==> config.mk <==
export PLATFORM = sky130hd
export DESIGN_NAME = ucode_sequencer
export DESIGN_NICKNAME = d
export VERILOG_FILES = /design/src/rtl/ucode_pkg.sv /design/src/rtl/ucode_next_addr.sv /design/src/rtl/ucode_sequencer.sv
export SDC_FILE = /design/constraint.sdc
export NUM_CORES = 1
export LEC_CHECK = 0
export ABC_AREA = 1
export CAP_MARGIN = 10
export CORE_ASPECT_RATIO = 1.25
export CORE_MARGIN = 4
export CORE_UTILIZATION = 62
export CTS_CLUSTER_SIZE = 40
export DETAILED_ROUTE_END_ITERATION = 8
export DONT_BUFFER_PORTS = 1
export PLACE_DENSITY = 0.78
export SLEW_MARGIN = 30
export SYNTH_ARGS = -nofsm -noshare
export SYNTH_HDL_FRONTEND = slang
export SYNTH_HIERARCHICAL = 1
export SYNTH_SLANG_ARGS = --single-unit
export TNS_END_PERCENT = 10
==> constraint.sdc <==
create_clock -name clk -period 1.4 [get_ports clk]
set_input_delay 0.28 -clock clk [delete_from_list [all_inputs] [get_ports clk]]
set_output_delay 0.28 -clock clk [all_outputs]
set_load 0.005 [all_outputs]
==> src/rtl/ucode_pkg.sv <==
// rtl/ucode_pkg.sv - shared microcode types, control-word field map and state encoding
package ucode_pkg;

    localparam int CTRL_W  = 69;
    localparam int UADDR_W = 9;

    localparam int SEQ_OP_HI   = 68;
    localparam int SEQ_OP_LO   = 66;
    localparam int NEXT_HI     = 65;
    localparam int NEXT_LO     = 57;
    localparam int MEM_REQ_BIT = 56;

    localparam logic [UADDR_W-1:0] CB_BASE_DEFAULT   = 9'h100;
    localparam logic [UADDR_W-1:0] IRQ_UADDR_DEFAULT = 9'h1E0;
    localparam logic [7:0]         CB_PREFIX         = 8'hCB;

    typedef enum logic [2:0] {
        SEQ_NEXT       = 3'd0,
        SEQ_END        = 3'd1,
        SEQ_END_IF_NOT = 3'd2,
        SEQ_JUMP_IF    = 3'd3,
        SEQ_HALT       = 3'd4,
        SEQ_RSV5       = 3'd5,
        SEQ_RSV6       = 3'd6,
        SEQ_RSV7       = 3'd7
    } seq_op_t;

    typedef enum logic [1:0] {
        ST_FETCH    = 2'd0,
        ST_FETCH_CB = 2'd1,
        ST_EXEC     = 2'd2,
        ST_HALT     = 2'd3
    } state_t;

    function automatic seq_op_t ctrl_seq_op(input logic [CTRL_W-1:0] word);
        return seq_op_t'(word[SEQ_OP_HI:SEQ_OP_LO]);
    endfunction

endpackage

==> src/rtl/ucode_next_addr.sv <==
// rtl/ucode_next_addr.sv - combinational successor address/state for a completing micro-step
module ucode_next_addr
    import ucode_pkg::*;
#(
    parameter logic [UADDR_W-1:0] IRQ_UADDR = IRQ_UADDR_DEFAULT
) (
    input  seq_op_t              seq_op,
    input  logic [UADDR_W-1:0]   next_field,
    input  logic [UADDR_W-1:0]   cur_uaddr,
    input  logic                 cond_true,
    input  logic                 irq_pending,
    input  logic                 ime,
    output logic [UADDR_W-1:0]   next_uaddr,
    output state_t               next_state,
    output logic                 irq_entry
);

    logic finish;

    always_comb begin
        next_uaddr = cur_uaddr;
        next_state = ST_EXEC;
        irq_entry  = 1'b0;
        finish     = 1'b0;
        case (seq_op)
            SEQ_NEXT:                    next_uaddr = next_field;
            SEQ_END_IF_NOT, SEQ_JUMP_IF: begin
                if (cond_true) next_uaddr = next_field;
                else           finish     = 1'b1;
            end
            SEQ_HALT:                    next_state = ST_HALT;
            default:                     finish     = 1'b1;
        endcase
        // Instruction boundary: the only point where an interrupt may be taken.
        if (finish) begin
            if (irq_pending && ime) begin
                next_uaddr = IRQ_UADDR;
                irq_entry  = 1'b1;
            end else begin
                next_state = ST_FETCH;
            end
        end
    end

endmodule

==> src/rtl/ucode_sequencer.sv <==
// rtl/ucode_sequencer.sv - microcode sequencer top; UCODE_HALT_BUG_EN enables the HALT-bug PC inhibit
module ucode_sequencer
    import ucode_pkg::*;
#(
    parameter logic [UADDR_W-1:0] CB_BASE   = CB_BASE_DEFAULT,
    parameter logic [UADDR_W-1:0] IRQ_UADDR = IRQ_UADDR_DEFAULT
) (
    input  logic                 clk,
    input  logic                 rst,
    input  logic [7:0]           instr_byte,
    input  logic                 instr_valid,
    input  logic [CTRL_W-1:0]    ctrl,
    input  logic                 mem_ready,
    input  logic                 cond_true,
    input  logic                 ime,
    input  logic                 irq_pending,
    output logic [UADDR_W-1:0]   uaddr,
    output logic                 fetch_req,
    output logic                 ctrl_commit,
    output logic                 irq_ack,
    output logic                 halted,
    output logic                 pc_inc_inhibit
);

    state_t              state;
    seq_op_t             seq_op;
    logic                step_done;
    logic [UADDR_W-1:0]  na_uaddr;
    state_t              na_state;
    logic                na_irq;
    logic                ctrl_unused;

    assign seq_op      = ctrl_seq_op(ctrl);
    assign step_done   = !ctrl[MEM_REQ_BIT] || mem_ready;
    assign ctrl_unused = ^ctrl[MEM_REQ_BIT-1:0];

    assign fetch_req   = !rst && (state == ST_FETCH || state == ST_FETCH_CB);
    assign ctrl_commit = !rst && (state == ST_EXEC) && step_done;

    ucode_next_addr #(
        .IRQ_UADDR (IRQ_UADDR)
    ) u_next_addr (
        .seq_op      (seq_op),
        .next_field  (ctrl[NEXT_HI:NEXT_LO]),
        .cur_uaddr   (uaddr),
        .cond_true   (cond_true),
        .irq_pending (irq_pending),
        .ime         (ime),
        .next_uaddr  (na_uaddr),
        .next_state  (na_state),
        .irq_entry   (na_irq)
    );

    always_ff @(posedge clk) begin
        if (rst) begin
            state   <= ST_FETCH;
            uaddr   <= '0;
            irq_ack <= 1'b0;
            halted  <= 1'b0;
        end else begin
            irq_ack <= 1'b0;
            case (state)
                ST_FETCH: begin
                    if (instr_valid) begin
                        if (instr_byte == CB_PREFIX) begin
                            state <= ST_FETCH_CB;
                        end else begin
                            uaddr <= {1'b0, instr_byte};
                            state <= ST_EXEC;
                        end
                    end
                end
                ST_FETCH_CB: begin
                    if (instr_valid) begin
                        uaddr <= CB_BASE + {1'b0, instr_byte};
                        state <= ST_EXEC;
                    end
                end
                ST_EXEC: begin
                    if (step_done) begin
                        uaddr   <= na_uaddr;
                        state   <= na_state;
                        irq_ack <= na_irq;
                        halted  <= (na_state == ST_HALT);
                    end
                end
                ST_HALT: begin
                    // Any pending interrupt wakes the core; ime decides entry vs. plain resume.
                    if (irq_pending) begin
                        halted <= 1'b0;
                        if (ime) begin
                            uaddr   <= IRQ_UADDR;
                            irq_ack <= 1'b1;
                            state   <= ST_EXEC;
                        end else begin
                            state   <= ST_FETCH;
                        end
                    end
                end
                default: state <= ST_FETCH;
            endcase
        end
    end

`ifdef UCODE_HALT_BUG_EN
    logic halt_irq_seen;
    logic bug_pending;

    always_ff @(posedge clk) begin
        if (rst) begin
            halt_irq_seen <= 1'b0;
            bug_pending   <= 1'b0;
        end else begin
            if (state == ST_EXEC && step_done && seq_op == SEQ_HALT)
                halt_irq_seen <= irq_pending;
            // Resuming from HALT with an already-pending interrupt re-reads the next byte.
            if (state == ST_HALT && irq_pending && !ime)
                bug_pending <= halt_irq_seen;
            else if (state == ST_FETCH && instr_valid)
                bug_pending <= 1'b0;
        end
    end

    assign pc_inc_inhibit = !rst && bug_pending && (state == ST_FETCH) && instr_valid;
`else
    assign pc_inc_inhibit = 1'b0;
`endif

endmodule
Word-level counts from Yosys, hierarchy flattened
Index checks and enable logic that the tools add are counted.
{"block": "totals", "reg_bits": 13, "inputBits": 84, "output_inout_bits": 14, "elab_cells": 67}
{"block": "classes", "addsub": 1, "eq_ne": 14, "n_mux": 32, "reduce_logical": 16}
{"operator": "$mux 9", "n": 9}
{"operator": "$pmux 9 s4", "n": 1}
{"operator": "$pmux 9 s2", "n": 1}
{"operator": "$mux 2", "n": 8}
{"operator": "$ne 2x2->1 const B", "n": 6}
{"operator": "$add 9x8->9 const A", "n": 1}
{"operator": "$mux 1", "n": 9}
{"operator": "$eq 8x8->1 const B", "n": 1}
{"operator": "$pmux 2 s4", "n": 1}
{"operator": "$eq 2x2->1 const B", "n": 3}
{"operator": "$eq 3x2->1 const B", "n": 2}
{"operator": "$pmux 1 s2", "n": 3}
{"operator": "$reduce_and 6->1", "n": 1}
{"operator": "$logic_and 1x1->1", "n": 4}
{"operator": "$reduce_and 4->1", "n": 1}
{"operator": "$reduce_or 2->1", "n": 2}
{"operator": "$eq 3x3->1 const B", "n": 1}
{"operator": "$logic_not 3->1", "n": 1}
{"operator": "$reduce_and 3->1", "n": 1}
{"operator": "$eq 2x1->1 const B", "n": 1}
{"operator": "$logic_not 1->1", "n": 2}
{"operator": "$logic_not 2->1", "n": 1}
{"operator": "$logic_or 1x1->1", "n": 2}
{"operator": "$reduce_bool 2->1", "n": 1}

Depth between registers and ports, before layout
{"block": "depth", "word_depth": 7, "depth_mapped": 13, "ltp_nobuf": 13}

Hierarchy
The synthesis kept the hierarchy.
{"mod": "ucode_sequencer", "instances": 1, "cells_each": 130, "area_each_um2": 815.8, "seq_area_each_um2": 260.2}
{"mod": "ucode_next_addr", "instances": 1, "cells_each": 77, "area_each_um2": 346.6, "seq_area_each_um2": 0.0}

Worst setup path after synthesis
Ideal clock, no wire load.
{"block": "synth_timing", "kind": "input -> register", "from": "input port ctrl[66]", "to": "register uaddr[4]", "setup_time_ns": 0.062, "arrival_ns": 1.171, "required_ns": 1.338, "path_slack_ns": 0.167, "path_stages": 11, "n_path_buf": 0, "path_cell_list": "nor2_2 inv_2 nand3b_4 inv_4 nor2_1 nand2_1 o21ai_0 inv_1 nand3_1 nand2_1 nor2_2"}
{"block": "synth_via", "elab_chain_len": 7, "word_cells_on_any_way": 12, "classes_between": "3 x eq/ne; 6 x mux; 3 x reduce/logical"}
{"item": "from (decl)", "line_no": "ucode_sequencer.sv:12", "text": "input logic [CTRL_W-1:0] ctrl,"}
{"item": "$eq 3x2->1", "line_no": "ucode_next_addr.sv:25", "text": "case (seq_op)"}
{"item": "$reduce_or 2->1", "line_no": "ucode_next_addr.sv:25"}
{"item": "$pmux 9 s2", "line_no": "ucode_next_addr.sv:25"}
{"item": "$mux 9", "line_no": "ucode_next_addr.sv:36", "text": "if (irq_pending && ime) begin"}
{"item": "$mux 9 *", "line_no": "ucode_next_addr.sv:35", "text": "if (finish) begin"}
{"item": "via na_uaddr[4]", "line_no": "ucode_sequencer.sv:28", "text": "logic [UADDR_W-1:0] na_uaddr;"}
{"item": "$mux 9 *", "line_no": "ucode_sequencer.sv:80", "text": "if (step_done) begin"}
{"item": "$pmux 9 s4 *", "line_no": "ucode_sequencer.sv:62", "text": "case (state)"}
{"item": "to (signal assigned)", "line_no": "ucode_sequencer.sv:68", "text": "uaddr <= {1'b0, instr_byte};"}
{"item": "to (signal assigned)", "line_no": "ucode_sequencer.sv:75", "text": "uaddr <= CB_BASE + {1'b0, instr_byte};"}
{"item": "to (signal assigned)", "line_no": "ucode_sequencer.sv:81", "text": "uaddr <= na_uaddr;"}
{"item": "to (decl)", "line_no": "ucode_sequencer.sv:17", "text": "output logic [UADDR_W-1:0] uaddr,"}
Mark *: on every way through the listed nets, which the timed path passes. The rest lies on a longest branch. The select of a mux whose other input is x is not followed.
A chain may end at the register's enable or synchronous reset.

Worst setup path after layout
{"block": "layout_timing", "from": "register state[1]", "to": "output port ctrl_commit"}
{"block": "layout_via", "elab_chain_len": 3}
{"item": "from (decl)", "line_no": "ucode_sequencer.sv:25", "text": "state_t state;"}
{"item": "from (signal assigned)", "line_no": "ucode_sequencer.sv:82", "text": "state <= na_state;"}
{"item": "$eq 2x2->1", "line_no": "ucode_sequencer.sv:38", "text": "assign ctrl_commit = !rst && (state == ST_EXEC) && step_done;"}
{"item": "$logic_and 1x1->1 (2 in a row)", "line_no": "ucode_sequencer.sv:38"}
{"item": "to (decl)", "line_no": "ucode_sequencer.sv:19", "text": "output logic ctrl_commit,"}
No other way between the ends.

==> out/qor.csv <==
metric;value;unit
grt_pass1_wl;5060;um
avgSynthCellArea;5.62;sq um
antenna_found_initial;0;
hold_depth;1;
yosys.area.top_type_share;22.4;%
cts_root_buffer;clkbuf_4;
status;finished clean;
busiest_layer;met2;
ys_seq_area_share;22.4;%
yosysUniqueCellTypes;22;
crit_slowest_cell;dfxtp_4;
cp_num_buf_inv;2;
num_rows;17;
clk_pin_slew_worst_paths;0.08;ns
syn_to_final_growth;10.4;%
leakagePower;0.000700;uW
fillers;153;
cp_data_required_time;1.12;ns
cts_buffers;3;
cts_sinks;13;
grt_use_met2;45.7;%
fmax;0.735;GHz
hpwl;2390;um
tritoncts;yes;
final_common_cell;nand2_1;
r2r_slack;0.14;ns
startpoint_type;register;
fin_area;1280;sq um
finalCritPeriodShare;97.2;%
cts.htree.levels;1;
path_cells;inv_2 > nor2_4 > inv_2 > nor3_4;
drt-vias-per-instance;5.41;
synth_nets;291;
fp.dieW;46.7;um
wirelength;2970;um
grt_start_max_net_pins;12;
dr.pass1.iters;5;
yosys_warnings;6;
clk_latency;0.28;ns
holdWs;0.0594;ns
place.gp.congestion;0.848;
power;1210;uW
cp.arrival;1.08;ns
grtUsageMet3;8.33;%
seqCellArea;268;sq um
setup_viol;0;
hold_violations;0;
skew;0.00318;ns
wl_per_cell;12.5;um
finish.utilization;72.7;%
min_from;rst;
critical_path_class;register to primary output;
crit_path_frequent_cell;inv_2;
via_count;1283;
start_util;65.8;%
reg2reg_from;state[1];
drv_slew;0;
r2r_cells;8;
nets;303;
design.core.area;1770;sq um
ys_ff_latch;13;
chipHeight;56.4;um
ir_drop;672;uV
rsz0062_at_grt;true;
multi_input_area;772;sq um
drive_gt1_share;19.3;%
cp-end-kind;primary output;
fin_tns_setup;0;ns
antenna_cells;0;
grt_overflow;0;
min_path_type;input pin to register;
cts.path.max_buffers;2;
die_area;2640;sq um
antenna_left;0;
crit_fanout;5;
io_buffers;0;
first_iter_violations;45;
placed_area;1230;sq um
io_pins;98;
grt_usage;25.4;%
final_cell_mix;nand2_1, nor2_1, nand3_1, inv_1, buf_4;
use_met1;25.2;%
cts_hold_buf;0;
holdPathEnd;state[1];
drcViolationCount;0;
yosys.area.top_type;dfxtp_1;
power.density;941;nW/um^2
synthCells;207;
reg2reg_to;uaddr[4];
netlist_area;1160;sq um
critPathMaxStageDelay;0.38;ns
period_minus_slack;1.36;ns
crit_family;flip-flops;
startpoint;state[1];
maxCapViolations;0;
grt_pass1_vias;1312;
synth_area_leaders;dfxtp_1, nand2_1, nand3_1;
## cells by family after synthesis
family / after synthesis / share of synthesized area, %
simple gates: 146 / 59.2
buf+inv: 33 / 11.7
compound gates: 14 / 6.35
flops: 13 / 22.4
other cells: 1 / 0.323
## where the power goes
part | total, uW | internal (uW) | switching, uW
registers | 495 | 429 | 65.4
logic | 483 | 202 | 281
clock network | 231 | 111 | 121
## through the flow
stage / std cells / worst slack (ns)
global route: 237 / -0.0204
finish: 237 / 0.0387
CTS: 237 / 0.0344
detailed placement: 231 / 0.00000455
global placement: 231 / 0.0570
floorplan: 207 / 0.167
## per-layer routing
metal | vias up | share of wire, %
met5 | - | 0
met4 | 0 | 1.9
met3 | 6 | 13
met2 | 71 | 52
met1 | 549 | 33
li1 | 657 | -
## area by class of cell
type	instances	area share (%)
flip-flops and latches	13	20.9
repair buffers	11	6.43
multi-input cells	161	60.1
inverters	29	8.67
well taps	19	1.85
clock buffers	4	2.05
## worst max path at each step
| stage | end | slack, ns | depth (start not counted) |
|---|---|---|---|
| detailed placement | uaddr[7] | 0.000005 | 8 |
| global placement | uaddr[5] | 0.06 | 8 |
| global route | ctrl_commit | -0.02 | 4 |
| finish | ctrl_commit | 0.04 | 4 |
| CTS | ctrl_commit | 0.03 | 4 |
| floorplan | uaddr[4] | 0.17 | 11 |
## flip-flops by register name, summed over array words and instances (netlist names)
register,flops
irq_ack,1
halted,1
state,2
uaddr,9
## timing repair
action                                  in CTS  in global routing
resized for setup                            3                  3
buffers inserted                             2                  0
endpoints found under the setup margin       3                 10
cloned                                       0                  0
## worst register-to-register path: stages, from the launching register on
cell and delay (ns):
dfxtp_4 0.38, buf_4 0.12, nor2_1 0.04, inv_1 0.08, nand3_4 0.12, nor2_4 0.21
nand3_1 0.10, nand2_1 0.08, nor2_2 0.03
## cells in the mapped netlist (all sizes together)
library cell / count
nand2: 69
nor2: 46
inv: 29
nand3: 28
dfxtp: 13
a21oi: 7
buf: 4
o21ai: 4
o22ai: 3
conb: 1
nand3b: 1
nor3: 1
or2: 1
(Power assumes the default switching activity.)
